**src/rtl/attack_phase_sequencer_pkg.sv**
```systemverilog
// Shared player definitions: phase state encoding, attack kind encoding and
// the default phase limits used by the attack phase sequencer.
package attack_phase_sequencer_pkg;

  typedef enum logic [2:0] {
    ST_IDLE     = 3'd0,
    ST_STARTUP  = 3'd1,
    ST_ACTIVE   = 3'd2,
    ST_RECOVERY = 3'd3,
    ST_HITSTUN  = 3'd4
  } state_t;

  typedef enum logic {
    KIND_BASIC       = 1'b0,
    KIND_DIRECTIONAL = 1'b1
  } kind_t;

  localparam int DEF_WIDTH      = 5;
  localparam int DEF_B_STARTUP  = 5;
  localparam int DEF_B_ACTIVE   = 2;
  localparam int DEF_B_RECOVERY = 16;
  localparam int DEF_D_STARTUP  = 4;
  localparam int DEF_D_ACTIVE   = 3;
  localparam int DEF_D_RECOVERY = 15;
  localparam int DEF_HITSTUN    = 20;

endpackage

```
**src/rtl/attack_phase_sequencer.sv**
```systemverilog
// Per-player attack/stun phase controller. Drives the sibling duration counter
// (enable/stop/limit) and advances phases on its done pulse.
module attack_phase_sequencer
  import attack_phase_sequencer_pkg::*;
#(
  parameter int WIDTH      = DEF_WIDTH,
  parameter int B_STARTUP  = DEF_B_STARTUP,
  parameter int B_ACTIVE   = DEF_B_ACTIVE,
  parameter int B_RECOVERY = DEF_B_RECOVERY,
  parameter int D_STARTUP  = DEF_D_STARTUP,
  parameter int D_ACTIVE   = DEF_D_ACTIVE,
  parameter int D_RECOVERY = DEF_D_RECOVERY,
  parameter int HITSTUN    = DEF_HITSTUN
) (
  input  logic             clk,
  input  logic             nRst,
  input  logic             i_attack,
  input  logic             i_kind,
  input  logic             i_hit,
  input  logic             i_cnt_done,
  output logic             o_cnt_enable,
  output logic             o_cnt_stop,
  output logic [WIDTH-1:0] o_cnt_limit,
  output logic [2:0]       o_state,
  output logic             o_busy,
  output logic             o_hitbox,
  output logic             o_stunned,
  output logic             o_seq_done
);

  // Truncate to the counter width first, then keep a zero limit from stalling.
  function automatic logic [WIDTH-1:0] clamp_limit(input int value);
    logic [WIDTH-1:0] trunc;
    trunc = value[WIDTH-1:0];
    return (trunc == '0) ? WIDTH'(1) : trunc;
  endfunction

  function automatic logic [WIDTH-1:0] phase_limit(input state_t st, input kind_t kind);
    logic [WIDTH-1:0] result;
    result = WIDTH'(1);
    case (st)
      ST_STARTUP:  result = clamp_limit((kind == KIND_DIRECTIONAL) ? D_STARTUP  : B_STARTUP);
      ST_ACTIVE:   result = clamp_limit((kind == KIND_DIRECTIONAL) ? D_ACTIVE   : B_ACTIVE);
      ST_RECOVERY: result = clamp_limit((kind == KIND_DIRECTIONAL) ? D_RECOVERY : B_RECOVERY);
      ST_HITSTUN:  result = clamp_limit(HITSTUN);
      default:     result = WIDTH'(1);
    endcase
    return result;
  endfunction

  state_t           state_q, state_d;
  kind_t            kind_q, kind_d;
  logic [WIDTH-1:0] limit_q, limit_d;
  logic             enable_q, enable_d;
  logic             stop_q, stop_d;
  logic             busy_q, busy_d;
  logic             hitbox_q, hitbox_d;
  logic             stunned_q, stunned_d;
  logic             seq_done_q, seq_done_d;

  always_comb begin
    // NOTE: every variable gets a default before the case so no path infers a latch.
    state_d    = state_q;
    kind_d     = kind_q;
    limit_d    = limit_q;
    enable_d   = enable_q;
    stop_d     = 1'b0;
    seq_done_d = 1'b0;

    if (i_hit) begin
      state_d  = ST_HITSTUN;
      limit_d  = phase_limit(ST_HITSTUN, kind_q);
      enable_d = 1'b1;
      stop_d   = 1'b1;
    end else begin
      case (state_q)
        ST_IDLE: begin
          if (i_attack) begin
            kind_d   = kind_t'(i_kind);
            state_d  = ST_STARTUP;
            limit_d  = phase_limit(ST_STARTUP, kind_t'(i_kind));
            enable_d = 1'b1;
          end
        end
        ST_STARTUP: begin
          if (i_cnt_done) begin
            state_d = ST_ACTIVE;
            limit_d = phase_limit(ST_ACTIVE, kind_q);
          end
        end
        ST_ACTIVE: begin
          if (i_cnt_done) begin
            state_d = ST_RECOVERY;
            limit_d = phase_limit(ST_RECOVERY, kind_q);
          end
        end
        ST_RECOVERY: begin
          if (i_cnt_done) begin
            state_d    = ST_IDLE;
            enable_d   = 1'b0;
            seq_done_d = 1'b1;
          end
        end
        ST_HITSTUN: begin
          // A done seen during the stop cycle belongs to the preempted phase.
          if (i_cnt_done && !stop_q) begin
            state_d  = ST_IDLE;
            enable_d = 1'b0;
          end
        end
        default: begin
          state_d  = ST_IDLE;
          enable_d = 1'b0;
        end
      endcase
    end

    busy_d    = (state_d != ST_IDLE);
    hitbox_d  = (state_d == ST_ACTIVE);
    stunned_d = (state_d == ST_HITSTUN);
  end

  // NOTE: sequential state uses non-blocking assignments so every flop samples pre-edge values.
  always_ff @(posedge clk) begin
    if (nRst) begin
      state_q    <= ST_IDLE;
      kind_q     <= KIND_BASIC;
      limit_q    <= WIDTH'(1);
      enable_q   <= 1'b0;
      stop_q     <= 1'b0;
      busy_q     <= 1'b0;
      hitbox_q   <= 1'b0;
      stunned_q  <= 1'b0;
      seq_done_q <= 1'b0;
    end else begin
      state_q    <= state_d;
      kind_q     <= kind_d;
      limit_q    <= limit_d;
      enable_q   <= enable_d;
      stop_q     <= stop_d;
      busy_q     <= busy_d;
      hitbox_q   <= hitbox_d;
      stunned_q  <= stunned_d;
      seq_done_q <= seq_done_d;
    end
  end

  assign o_state      = state_q;
  assign o_cnt_limit  = limit_q;
  assign o_cnt_enable = enable_q;
  assign o_cnt_stop   = stop_q;
  assign o_busy       = busy_q;
  assign o_hitbox     = hitbox_q;
  assign o_stunned    = stunned_q;
  assign o_seq_done   = seq_done_q;

endmodule

```
**config.mk**
```make
export PLATFORM = sky130hd
export DESIGN_NAME = attack_phase_sequencer
export DESIGN_NICKNAME = d
export VERILOG_FILES = /design/src/rtl/attack_phase_sequencer_pkg.sv /design/src/rtl/attack_phase_sequencer.sv
export SDC_FILE = /design/constraint.sdc
export NUM_CORES = 1
export LEC_CHECK = 0
export ABC_AREA = 0
export CAP_MARGIN = 30
export CORE_MARGIN = 10
export CORE_UTILIZATION = 40
export CTS_CLUSTER_SIZE = 25
export DETAILED_ROUTE_END_ITERATION = 7
export GPL_ROUTABILITY_DRIVEN = 0
export GPL_TIMING_DRIVEN = 0
export PLACE_DENSITY = 0.72
export SLEW_MARGIN = 25
export SYNTH_ARGS = -nofsm -noshare
export SYNTH_HDL_FRONTEND = slang
export SYNTH_SLANG_ARGS = --single-unit
```
**constraint.sdc**
```tcl
create_clock -name clk -period 1.3 [get_ports clk]
set_input_delay 0.195 -clock clk [delete_from_list [all_inputs] [get_ports clk]]
set_output_delay 0.195 -clock clk [all_outputs]
set_load 0.1 [all_outputs]
```
==> impl_metrics.toml <==
[setup_path]
required_ns = 1.51
reg2reg_to = "o_cnt_limit[4]"
r2r_cells = 4
r2r_start = "o_state[1]"
crit_fanout = 6
setup.worst_path.end_class = "flip-flop"
crit_type = "reg -> reg"
cp_data_arrival_time_ns = 1.60
rrSetupSlack_ns = -0.09
start_kind = "flip-flop"

[grt]
grt_max_degree = 11
grt_pass1_vias = 586
grt_pass1_wl_um = 2711
grt.overflow.total = 0
grt_usage_pct = 9.407
antenna_found_initial = 0

[synth]
syn_inst = 77
yosysTopAreaCell = "dfxtp_1"
synth_top_area_share_pct = 44.61
synth_top_cells_by_count = "15 x dfxtp_1, 9 x nor2_1, 7 x a21oi_1"
ys.flop_type = "dfxtp_1"
syn-cell-area_um2 = 673.1
synth_cell_types = 29
synth.most_common_cell = "dfxtp_1"
synth_enable_flop_cells = 0
yosys.area_share.simple_pct = 19.14
synth-seq-area-share_pct = 44.61
syn_avg_cell_area_um2 = 8.742
synth_compound_area_share_pct = 23.23
synthAdderAreaFrac_pct = 0
ys_seq_elements = 15
synth_top_family_by_area = "compound AO/OA/AOI/OAI gates"
synth.area.top_cells = "dfxtp_1 45%, a21oi_1 5.2%, nor2_1 5.0%"
yosys_warnings = 0
synth_async_sr_flop_share_pct = 0
synth.area.mux_share_pct = 4.647
syn_nets = 83
synth_xor_area_share_pct = 1.301

[clock_network]
numClockSinks = 15
clkTransAtPathRegs_ns = 0.09
holdBufCountCts = 0
ctsHtreeMaxLevel = 1
cts_buffer_depth = 2
cts_inserted_buffers = 3
clock_latency_ns = 0.28
cts_root_buf = "clkbuf_4"
cts_tree = "yes"

[routing]
dr.pass1.iters = 4
drc = 0
vias_per_cell = 5.603
drt-total-wl_um = 1680
wire_per_inst_um = 14.48
first_iter_violations = 9
antenna_left = 0
num_vias = 650

[cells_and_area]
fin_util_pct = 60.80
nets = 107
syn_to_final_growth_pct = 39.22
diodes = 0
stdcell_area_um2 = 937.1
drive_gt1_share_pct = 39.00
stdcell_count = 116

[power]
leakage_nw = 0.4009
power_mw = 1.108
peakVddDrop_v = 0.0007876
power_density_nw_per_um2 = 1182

[min_path]
holdPathEnd = "o_seq_done"
min-delay-start = "i_cnt_done"
holdPathStages = 3
min_path_type = "in -> reg"

[floorplan]
initial_core_util_pct = 43.67
dieWidth_um = 61.02
die_h_um = 61.02
ios = 20
rows = 14
core-area_um2 = 1541
dieArea_um2 = 3723

[flow_run]
max-cap-violations = 0

[timing]
max_freq_ghz = 0.7180
setup_viol = 2
fin_setup_tns_ns = -0.1016
fin_hold_ws_ns = 0.2763
worst_slack_ns = -0.09269
worst_slew_pin_slew_ns = 0.5337
finClkSkew_ns = 0.004502
rsz0062_at_grt = "true"
min_period_over_period_pct = 107.1
finalHoldViolations = 0
layout_min_cycle_time_ns = 1.393
slew_viol_final = 0
max_slew_margin_pct = 64.42

[status]
status = "finished with violations"
violations = "negative setup slack"

[placed_design]
place_area_um2 = 924.6
dp.final_hpwl_um = 1248
dp_cells = 110
io_buffers = 17
place_worst_setup_slack_ns = -0.3966
==> critical path, stage by stage, from the launching register on <==
cell	delay (ns)
dfxtp_4	0.37
nand3b_4	0.18
a2bb2oi_4	0.17
or4_4	0.41
a31oi_1	0.17
==> how the worst max path moves through the flow <==
| stage | to | depth (start not counted) | startpoint | slack (ns) |
|---|---|---|---|---|
| after floorplan | o_cnt_limit[4] | 4 | o_state[0] | -0.13 |
| after global placement | o_state[1] | 1 | o_state[1] | -0.40 |
| after detailed placement | o_state[1] | 1 | o_state[1] | -0.40 |
| after CTS | o_cnt_limit[4] | 4 | o_state[1] | -0.08 |
| after global routing | o_cnt_limit[4] | 4 | o_state[1] | -0.14 |
| final | o_cnt_limit[4] | 4 | o_state[1] | -0.09 |
==> where the power goes <==
group	total (mW)	leakage (nW)	internal, mW	switching, mW
logic	0.349	0.259	0.0866	0.263
registers	0.496	0.127	0.483	0.0133
clock network	0.263	0.0150	0.119	0.143
==> per-layer routing <==
layer	wire, um	track usage (%)	vias up	part of all wire [%]
met5	0	0	-	0
met4	27	3.762	0	1.6
met3	132	3.909	4	7.9
met2	773	14.55	15	46
met1	746	11.26	308	44
li1	-	-	323	-
==> registers in the layout (all words and copies together), names as in the netlist <==
register	cells
kind_q	1
o_stunned	1
o_hitbox	1
o_cnt_limit	5
o_busy	1
o_seq_done	1
o_cnt_enable	1
o_state	3
o_cnt_stop	1
==> placed cells by master (no fill, tap or decap), types with 3 or more instances in the layout <==
cell type,instances
buf_4,3
a31oi_1,5
clkbuf_4,5
nand2_1,3
a21oi_1,7
buf_2,13
nor2_1,8
dfxtp_4,3
dfxtp_1,7
clkbuf_1,3
clkdlybuf4s50_1,3
dfxtp_2,5
inv_1,5
==> logic make-up (layout without fill, tap and decap cells) <==
| family | after synthesis | after routing |
|---|---|---|
| xor gates and xnor gates | 1 | 1 |
| and+or+nand+nor | 23 | 23 |
| AOI/OAI and AO/OA | 23 | 23 |
| buffers and inverters | 12 | 35 |
| DFF | 15 | 15 |
| muxes | 3 | 3 |
==> layout make-up <==
cell class | instances | area, um2
fill | 138 | 604.3
multi-input combinational | 50 | 385.4
sequential | 15 | 317.8
timing repair buffer | 19 | 120.1
buffer | 6 | 45.04
clock buffer | 4 | 26.28
inverter | 6 | 22.52
tap | 16 | 20.02
==> what timing repair did <==
item / in CTS / in global routing
resized for setup: 72 / 6
setup buffers: 0 / 2
pin swaps: 0 / 3
endpoints found under the setup margin: 17 / 7
Power figures use the tool's default switching activity.
